--- src/rtl/shift_add_multiplier.sv ---
// Sequential shift-and-add multiplier, one ripple-carry partial add per clock.
// Optional two's-complement operands when MULT_SIGNED_EN is defined.
module full_adder (
  input  logic a,
  input  logic b,
  input  logic cin,
  output logic s,
  output logic cout
);
  assign s    = a ^ b ^ cin;
  assign cout = (a & b) | (cin & (a ^ b));
endmodule

module shift_add_multiplier #(
  parameter int WIDTH = 8
) (
  input  logic               clk,
  input  logic               rst_n,
  input  logic               start,
  input  logic [WIDTH-1:0]   a,
  input  logic [WIDTH-1:0]   b,
  output logic               busy,
  output logic               done,
  output logic [2*WIDTH-1:0] product
);
  localparam int CW = $clog2(WIDTH + 1);

  typedef enum logic [1:0] {
    IDLE = 2'd0,
    CALC = 2'd1,
    DONE = 2'd2
  } state_t;

  state_t state, state_d;

  logic [WIDTH-1:0] mcand;
  logic [WIDTH:0]   acc;
  logic [WIDTH-1:0] mplier;
  logic [CW-1:0]    cnt;

  logic [WIDTH-1:0] addend;
  logic [WIDTH-1:0] sum;
  logic [WIDTH:0]   c;
  logic             last;
  logic [WIDTH-1:0] acc_nxt;
  logic [WIDTH-1:0] mplier_nxt;
  logic [WIDTH-1:0] ld_mcand;
  logic [WIDTH-1:0] ld_mplier;
  logic [2*WIDTH-1:0] res;
  logic [2*WIDTH-1:0] res_out;

  // acc MSB is always zero after a shift; the carry lands one bit lower
  logic unused_acc_msb;
  assign unused_acc_msb = acc[WIDTH];

  assign addend = mplier[0] ? mcand : '0;
  assign c[0]   = 1'b0;

  for (genvar i = 0; i < WIDTH; i++) begin : g_rca
    full_adder u_fa (
      .a    (acc[i]),
      .b    (addend[i]),
      .cin  (c[i]),
      .s    (sum[i]),
      .cout (c[i+1])
    );
  end

  assign acc_nxt    = {c[WIDTH], sum[WIDTH-1:1]};
  assign mplier_nxt = {sum[0], mplier[WIDTH-1:1]};
  assign res        = {acc_nxt, mplier_nxt};
  assign last       = (cnt == CW'(WIDTH - 1));

`ifdef MULT_SIGNED_EN
  logic neg;
  assign ld_mcand  = a[WIDTH-1] ? -a : a;
  assign ld_mplier = b[WIDTH-1] ? -b : b;
  assign res_out   = neg ? -res : res;

  always_ff @(posedge clk or negedge rst_n) begin
    if (!rst_n) begin
      neg <= 1'b0;
    end else if (state == IDLE && start) begin
      neg <= a[WIDTH-1] ^ b[WIDTH-1];
    end
  end
`else
  assign ld_mcand  = a;
  assign ld_mplier = b;
  assign res_out   = res;
`endif

  always_ff @(posedge clk or negedge rst_n) begin
    if (!rst_n) begin
      state <= IDLE;
    end else begin
      state <= state_d;
    end
  end

  always_comb begin
    state_d = state;
    unique case (state)
      IDLE:    if (start) state_d = CALC;
      CALC:    if (last) state_d = DONE;
      DONE:    state_d = IDLE;
      default: state_d = IDLE;
    endcase
  end

  always_ff @(posedge clk or negedge rst_n) begin
    if (!rst_n) begin
      mcand   <= '0;
      acc     <= '0;
      mplier  <= '0;
      cnt     <= '0;
      product <= '0;
    end else begin
      if (state == IDLE && start) begin
        mcand  <= ld_mcand;
        mplier <= ld_mplier;
        acc    <= '0;
        cnt    <= '0;
      end else if (state == CALC) begin
        acc    <= {1'b0, acc_nxt};
        mplier <= mplier_nxt;
        cnt    <= cnt + CW'(1);
        if (last) product <= res_out;
      end
    end
  end

  assign busy = (state != IDLE);
  assign done = (state == DONE);
endmodule
--- config.mk ---
export PLATFORM = sky130hd
export DESIGN_NAME = shift_add_multiplier
export DESIGN_NICKNAME = d
export VERILOG_FILES = /design/src/rtl/shift_add_multiplier.sv
export SDC_FILE = /design/constraint.sdc
export NUM_CORES = 1
export LEC_CHECK = 0
export ABC_AREA = 1
export CAP_MARGIN = 20
export CORE_MARGIN = 1.5
export CORE_UTILIZATION = 52
export CTS_CLUSTER_DIAMETER = 120
export DETAILED_ROUTE_END_ITERATION = 7
export PLACE_DENSITY = 0.79
export SETUP_SLACK_MARGIN = 0.3
export SYNTH_ARGS = -nofsm -noshare
export SYNTH_HDL_FRONTEND = slang
export SYNTH_HIERARCHICAL = 1
export SYNTH_SLANG_ARGS = --single-unit
--- constraint.sdc ---
create_clock -name clk -period 4.5 [get_ports clk]
set_input_delay 1.125 -clock clk [delete_from_list [all_inputs] [get_ports clk]]
set_output_delay 1.125 -clock clk [all_outputs]
set_load 0.03 [all_outputs]
==> run_results.csv, run 1 <==
group,metric,value,unit
timing,rsz0062_at_grt,"no",
timing,fin_crit_sh,89.8,%
clock_tree,clkLatencyLatePin,300,ps
routing,vias,1678,
critical_path,path_buf_inv,1,
power,internal_power,1010,uW
floorplan,core,4000,um^2
timing,fmax,0.247,GHz
floorplan,rows,23,
placement,place.gp.congestion,0.773,
timing,tightest_slew,855,ps
clock_tree,numCtsBuffers,5,
power,clockPowerShare,13.6,%
synth,avgSynthCellArea,8.86,um^2
critical_path,critPathRequiredTime,4740,ps
grt,first_global_vias,1675,
routing,drc,0,
critical_path,crit_fanout,4,
synth,ys_types,20,
grt,grt_use_total,21.6,%
layout,fillers,338,
placement,post-dp-hpwl,2.83,mm
synth,seq_area_frac_synth,53.3,%
critical_path,crit_path_end_kind,"register",
timing,setup_viol,0,
synth,synth_nets,272,
timing,min_period,4040,ps
power,power_density,669,nW/um^2
timing,slew_violations,0,
layout,drive_above_1_share,7.53,%
floorplan,dieHeight,67.5,um
floorplan,die_x,67.5,um
critical_path,path_cells,"nand2_1 -> inv_1 -> fa_1 -> fa_1 -> fa_1 -> fa_1 -> fa_1 -> fa_1 -> fa_1 -> fa_1 -> nand2_1 -> nand2_1",
placement,dp_slack,398,ps
critical_path,cpPeakStageDelay,530,ps
power,power.share.combinational,44.9,%
routing,ant_nets,0,
grt,grt_pass1_wl,7.28,mm
floorplan,num_io_pins,37,
routing,first_pass_iters,5,
routing,drt_iter0_markers,126,
power,seq_power_share,41.5,%
synth,synth-seq-cells,46,
routing,wl_per_cell,13.1,um
critical_path,critical_path_class,"register to register",
timing,hold_violations,0,
timing,skew,5.45,ps
outcome,status,"complete, no violations",
timing,relSlewSlack,42.9,%
placement,port_buffers,36,
clock_tree,cts_tree,"done",
layout,final_util,65.3,%
grt,antenna_found_initial,0,
clock_tree,path_clk_slew,80,ps
critical_path,critPathArrivalTime,4280,ps
grt,overflow,0,
floorplan,die_area,4550,um^2
synth,synthCells,244,
power,switching_power,741,uW
clock_tree,cts_hold_buf,0,
timing,tns,0,ps
power,swShare,42.4,%
job,max_cap_viol_count,0,
layout,fin_nets,307,
synth,yosys_warnings,6,
clock_tree,clockBufferDepth,2,
critical_path,path_delay_family,"adder cells",
power,ir_drop,356,uV
floorplan,initial_core_util,54.0,%
power,leakage,0.00138,uW
layout,syn2layout_area_growth,20.9,%
clock_tree,clkSinkCount,46,
critical_path,cp_common_cell,"fa_1",
worst_hold_path,hold_path_class,"register to register",
clock_tree,htree_num_levels,2,
timing,layout_setup_ws,457,ps
critical_path,start_kind,"register",
critical_path,cpMaxStageDelayCell,"fa_1",
clock_tree,root_buffer,"clkbuf_8",
grt,grt_max_degree,47,
routing,vias_per_cell,5.10,
synth,syn_area,2160,um^2
layout,num_antenna_cells,0,
routing,drt_wl_total,4.31,mm
worst paths after layout:
kind                                 from    endpoint  slack [ps]  cells after the start
worst min register to register   mcand[6]    mcand[6]         480                      2
min in group asynchronous           rst_n  product[1]         800                      1
worst max register to register  mplier[0]      acc[6]         460                     12
worst min-delay path             mcand[6]    mcand[6]         480                      2
max in group asynchronous           rst_n   mplier[0]        3190                      2
worst max-delay path            mplier[0]      acc[6]         460                     12
per-stage QoR:
| stage | area [um^2] | total power [uW] | cells | hold WS [ps] |
|---|---|---|---|---|
| 2_1_floorplan | 2160 | 1280 | 244 | 442 |
| 3_3_place_gp | 2500 | 1470 | 320 | 458 |
| 3_5_place_dp | 2500 | 1510 | 320 | 459 |
| 4_1_cts | 2580 | 1750 | 327 | 479 |
| 5_1_grt | 2610 | 1900 | 329 | 509 |
| 6_report | 2610 | 1750 | 329 | 476 |
power groups by stage:
stage          registers, uW  logic (uW)  clock network, uW
6_report                 726         785                238
3_5_place_dp             736         773                  0
4_1_cts                  729         776                240
2_1_floorplan            817         459                  0
5_1_grt                  750         891                258
3_3_place_gp             729         746                  0
worst reg2reg max path: cells and delay by family (launching register included):
kind | cells | cell delay (ps)
adders and majority gates | 8 | 3290
buffers and inverters | 1 | 50
DFF | 1 | 430
and+or+nand+nor | 3 | 220
cell type report:
type,instances,area (um^2),area share (%)
Tap cell,50,62.6,2.39
Multi-Input combinational cell,174,876,33.5
Clock buffer,5,68.8,2.63
Timing Repair Buffer,38,390,14.9
Clock inverter,2,10.0,0.383
Sequential cell,46,1150,44.1
Inverter,14,52.6,2.01
cells in the mapped netlist, drive strengths merged:
cell / count / area share (%)
ha: 1 / 0.58
clkbuf: 1 / 0.17
o21ai: 3 / 1.2
conb: 1 / 0.17
nor2: 6 / 1.9
nand3: 29 / 6.9
nand4: 1 / 0.29
inv: 14 / 2.4
buf: 9 / 3.6
nand2: 125 / 22
dfrtp: 46 / 53
fa: 8 / 7.4
cell usage in the layout, fill, tap and decap left out, types with 3 or more instances in the layout:
cell type / n
dfrtp_1: 45
nand3_1: 28
clkdlybuf4s50_1: 35
nor2_1: 3
inv_1: 12
fa_1: 8
nand2_2: 3
clkbuf_8: 5
nand2_1: 122
registers in the layout, summed over array words and instances, names as in the netlist:
signal	count
acc	8
cnt	4
mcand	8
mplier	8
product	16
state	2
metal layers:
metal	up-vias	global-route usage (%)	routed length (um)
met4	0	9.18	66
met1	810	26.9	1840
met3	6	4.67	147
met5	-	0	0
met2	42	36.2	2260
li1	820	-	-
what timing repair did:
item	in CTS	in global routing
gates resized for setup	0	1
endpoints found under the setup margin	0	3
setup buffers	0	1
kinds of logic (layout without fill, tap and decap cells):
group | Yosys count | count (layout) | share of synthesized area, %
buffers and inverters | 24 | 59 | 6.20
other | 1 | 1 | 0.174
AOI/OAI and AO/OA | 3 | 3 | 1.22
DFF | 46 | 46 | 53.3
adders and majority gates | 9 | 9 | 7.99
and+or+nand+nor | 161 | 161 | 31.2
No activity file was read; power rests on OpenSTA's default activity.
==> inputs of run 2 (changes only) <==
- CTS_CLUSTER_SIZE: default -> 24
==> results of run 2 <==
Final layout, timing and power as in run 1 (identical DEF).
==> inputs of run 3 (changes only) <==
- CORE_ASPECT_RATIO: default -> 1.25
==> run 3 against run 2 <==
Effect of this change: sequential power up 0.8%; clock-buffer cell count unchanged; total power up 7.4%; critical path type unchanged.
==> run_results.csv, run 3 (same netlist as run 1, synthesis figures left out) <==
group,metric,value,unit
layout,layout_commonest_cell,"nand2_1",
grt,grt_pass1_wl,6.93,mm
timing,slew_violations,0,
routing,drt_wl_total,4.07,mm
clock_tree,clkLatencyLatePin,300,ps
routing,drc,0,
layout,num_antenna_cells,0,
critical_path,r2r_slack,540,ps
floorplan,initial_core_util,53.6,%
layout,fillers,342,
floorplan,die_x,60.7,um
critical_path,crit_path_end,"acc[6]",
critical_path,critPathRequiredTime,4730,ps
timing,relSlewSlack,43.8,%
timing,fmax,0.253,GHz
critical_path,critPathArrivalTime,4190,ps
clock_tree,cts_hold_buf,0,
timing,setup_viol,0,
placement,dp_slack,385,ps
critical_path,ff2ff_path_depth,12,
clock_tree,clockBufferDepth,2,
clock_tree,htree_num_levels,2,
placement,port_buffers,36,
timing,skew,12.2,ps
grt,first_global_vias,1526,
routing,wl_per_cell,12.1,um
placement,post-dp-hpwl,2.72,mm
routing,drt_iter0_markers,69,
critical_path,crit_start,"mplier[0]",
layout,layout.cells.non_filler,336,
power,ir_drop,346,uV
floorplan,core,4030,um^2
critical_path,rr_startpoint,"mplier[0]",
outcome,status,"complete, no violations",
power,leakage,0.00139,uW
placement,placedCellCount,326,
floorplan,dieHeight,75.1,um
critical_path,worstReg2RegEnd,"acc[6]",
timing,fin_crit_sh,88.0,%
floorplan,rows,26,
timing,tns,0,ps
power,power_density,701,nW/um^2
timing,rsz0062_at_grt,"no",
critical_path,start_kind,"register",
grt,grt_use_total,20.2,%
critical_path,crit_path_end_kind,"register",
floorplan,die_area,4550,um^2
clock_tree,root_buffer,"clkbuf_8",
timing,tightest_slew,842,ps
timing,layout_setup_ws,542,ps
floorplan,num_io_pins,37,
critical_path,critical_path_class,"register to register",
layout,fin_nets,307,
routing,first_pass_iters,4,
routing,vias,1659,
timing,hold_violations,0,
grt,overflow,0,
timing,min_period,3960,ps
clock_tree,numCtsBuffers,5,
layout,fin_area,2680,um^2
placement,place_area,2500,um^2
grt,antenna_found_initial,0,
layout,drive_above_1_share,8.93,%
clock_tree,clkSinkCount,46,
clock_tree,cts_tree,"done",
worst_hold_path,hold_path_class,"register to register",
placement,place.gp.congestion,0.803,
power,design_power_total,1880,uW
routing,vias_per_cell,4.94,
layout,final_cell_mix,"122 x nand2_1, 45 x dfrtp_1, 35 x clkdlybuf4s50_1",
layout,syn2layout_area_growth,24.0,%
grt,grt_max_degree,47,
routing,ant_nets,0,
layout,largest_register_ffs,16,
critical_path,crit_fanout,4,
job,max_cap_viol_count,0,
layout,regMostFlops,"product",
clock_tree,path_clk_slew,90,ps
run 3: final cells by class:
| class | instances | area (um^2) | share of cell area [%] |
|---|---|---|---|
| clock inverter | 3 | 68.8 | 2.57 |
| clock buffer | 5 | 68.8 | 2.57 |
| sequential | 46 | 1150 | 43.0 |
| timing repair buffer | 38 | 383 | 14.3 |
| multi-input combinational | 174 | 883 | 33.0 |
| tap | 56 | 70.1 | 2.62 |
| inverter | 14 | 52.6 | 1.96 |
run 3: power breakdown:
part	switching (uW)	internal, uW
Sequential	138	593
Combinational	468	312
Clock	144	223
Total	751	1130
run 3: metal layers:
metal	routed length (um)	global-route usage [%]	up-vias
li1	-	-	816
met1	1820	28.0	789
met2	2020	32.7	45
met3	164	3.09	9
met4	65	6.76	0
met5	0	0	-
run 3: critical path, stage by stage, from the launching register on:
cell and delay [ps]:
dfrtp_2 430, nand2_1 60, inv_1 50, fa_1 400
fa_1 390, fa_1 390, fa_1 390, fa_2 350
fa_2 350, fa_2 360, fa_1 550, nand2_1 70
nand2_1 100
run 3: timing repair:
item / in CTS / in global routing
hold endpoints to repair: 0 / 0
setup buffers: 0 / 1
endpoints found under the setup margin: 0 / 4
gates resized for setup: 0 / 4
run 3: metrics by stage:
| step | util (%) | hold WS, ps |
|---|---|---|
| 5_1_grt | 66.4 | 511 |
| 3_3_place_gp | 62.1 | 454 |
| 3_5_place_dp | 62.1 | 463 |
| 2_1_floorplan | - | 442 |
| 4_1_cts | 65.5 | 483 |
| 6_report | 66.4 | 481 |
run 3: worst min path at each step:
stage | startpoint | endpoint | cells past startpoint
6_report | product[8] | product[8] | 2
5_1_grt | mcand[0] | mcand[0] | 2
4_1_cts | mcand[0] | mcand[0] | 2
3_5_place_dp | mcand[0] | mcand[0] | 2
3_3_place_gp | mcand[3] | mcand[3] | 2
2_1_floorplan | mcand[0] | mcand[0] | 2
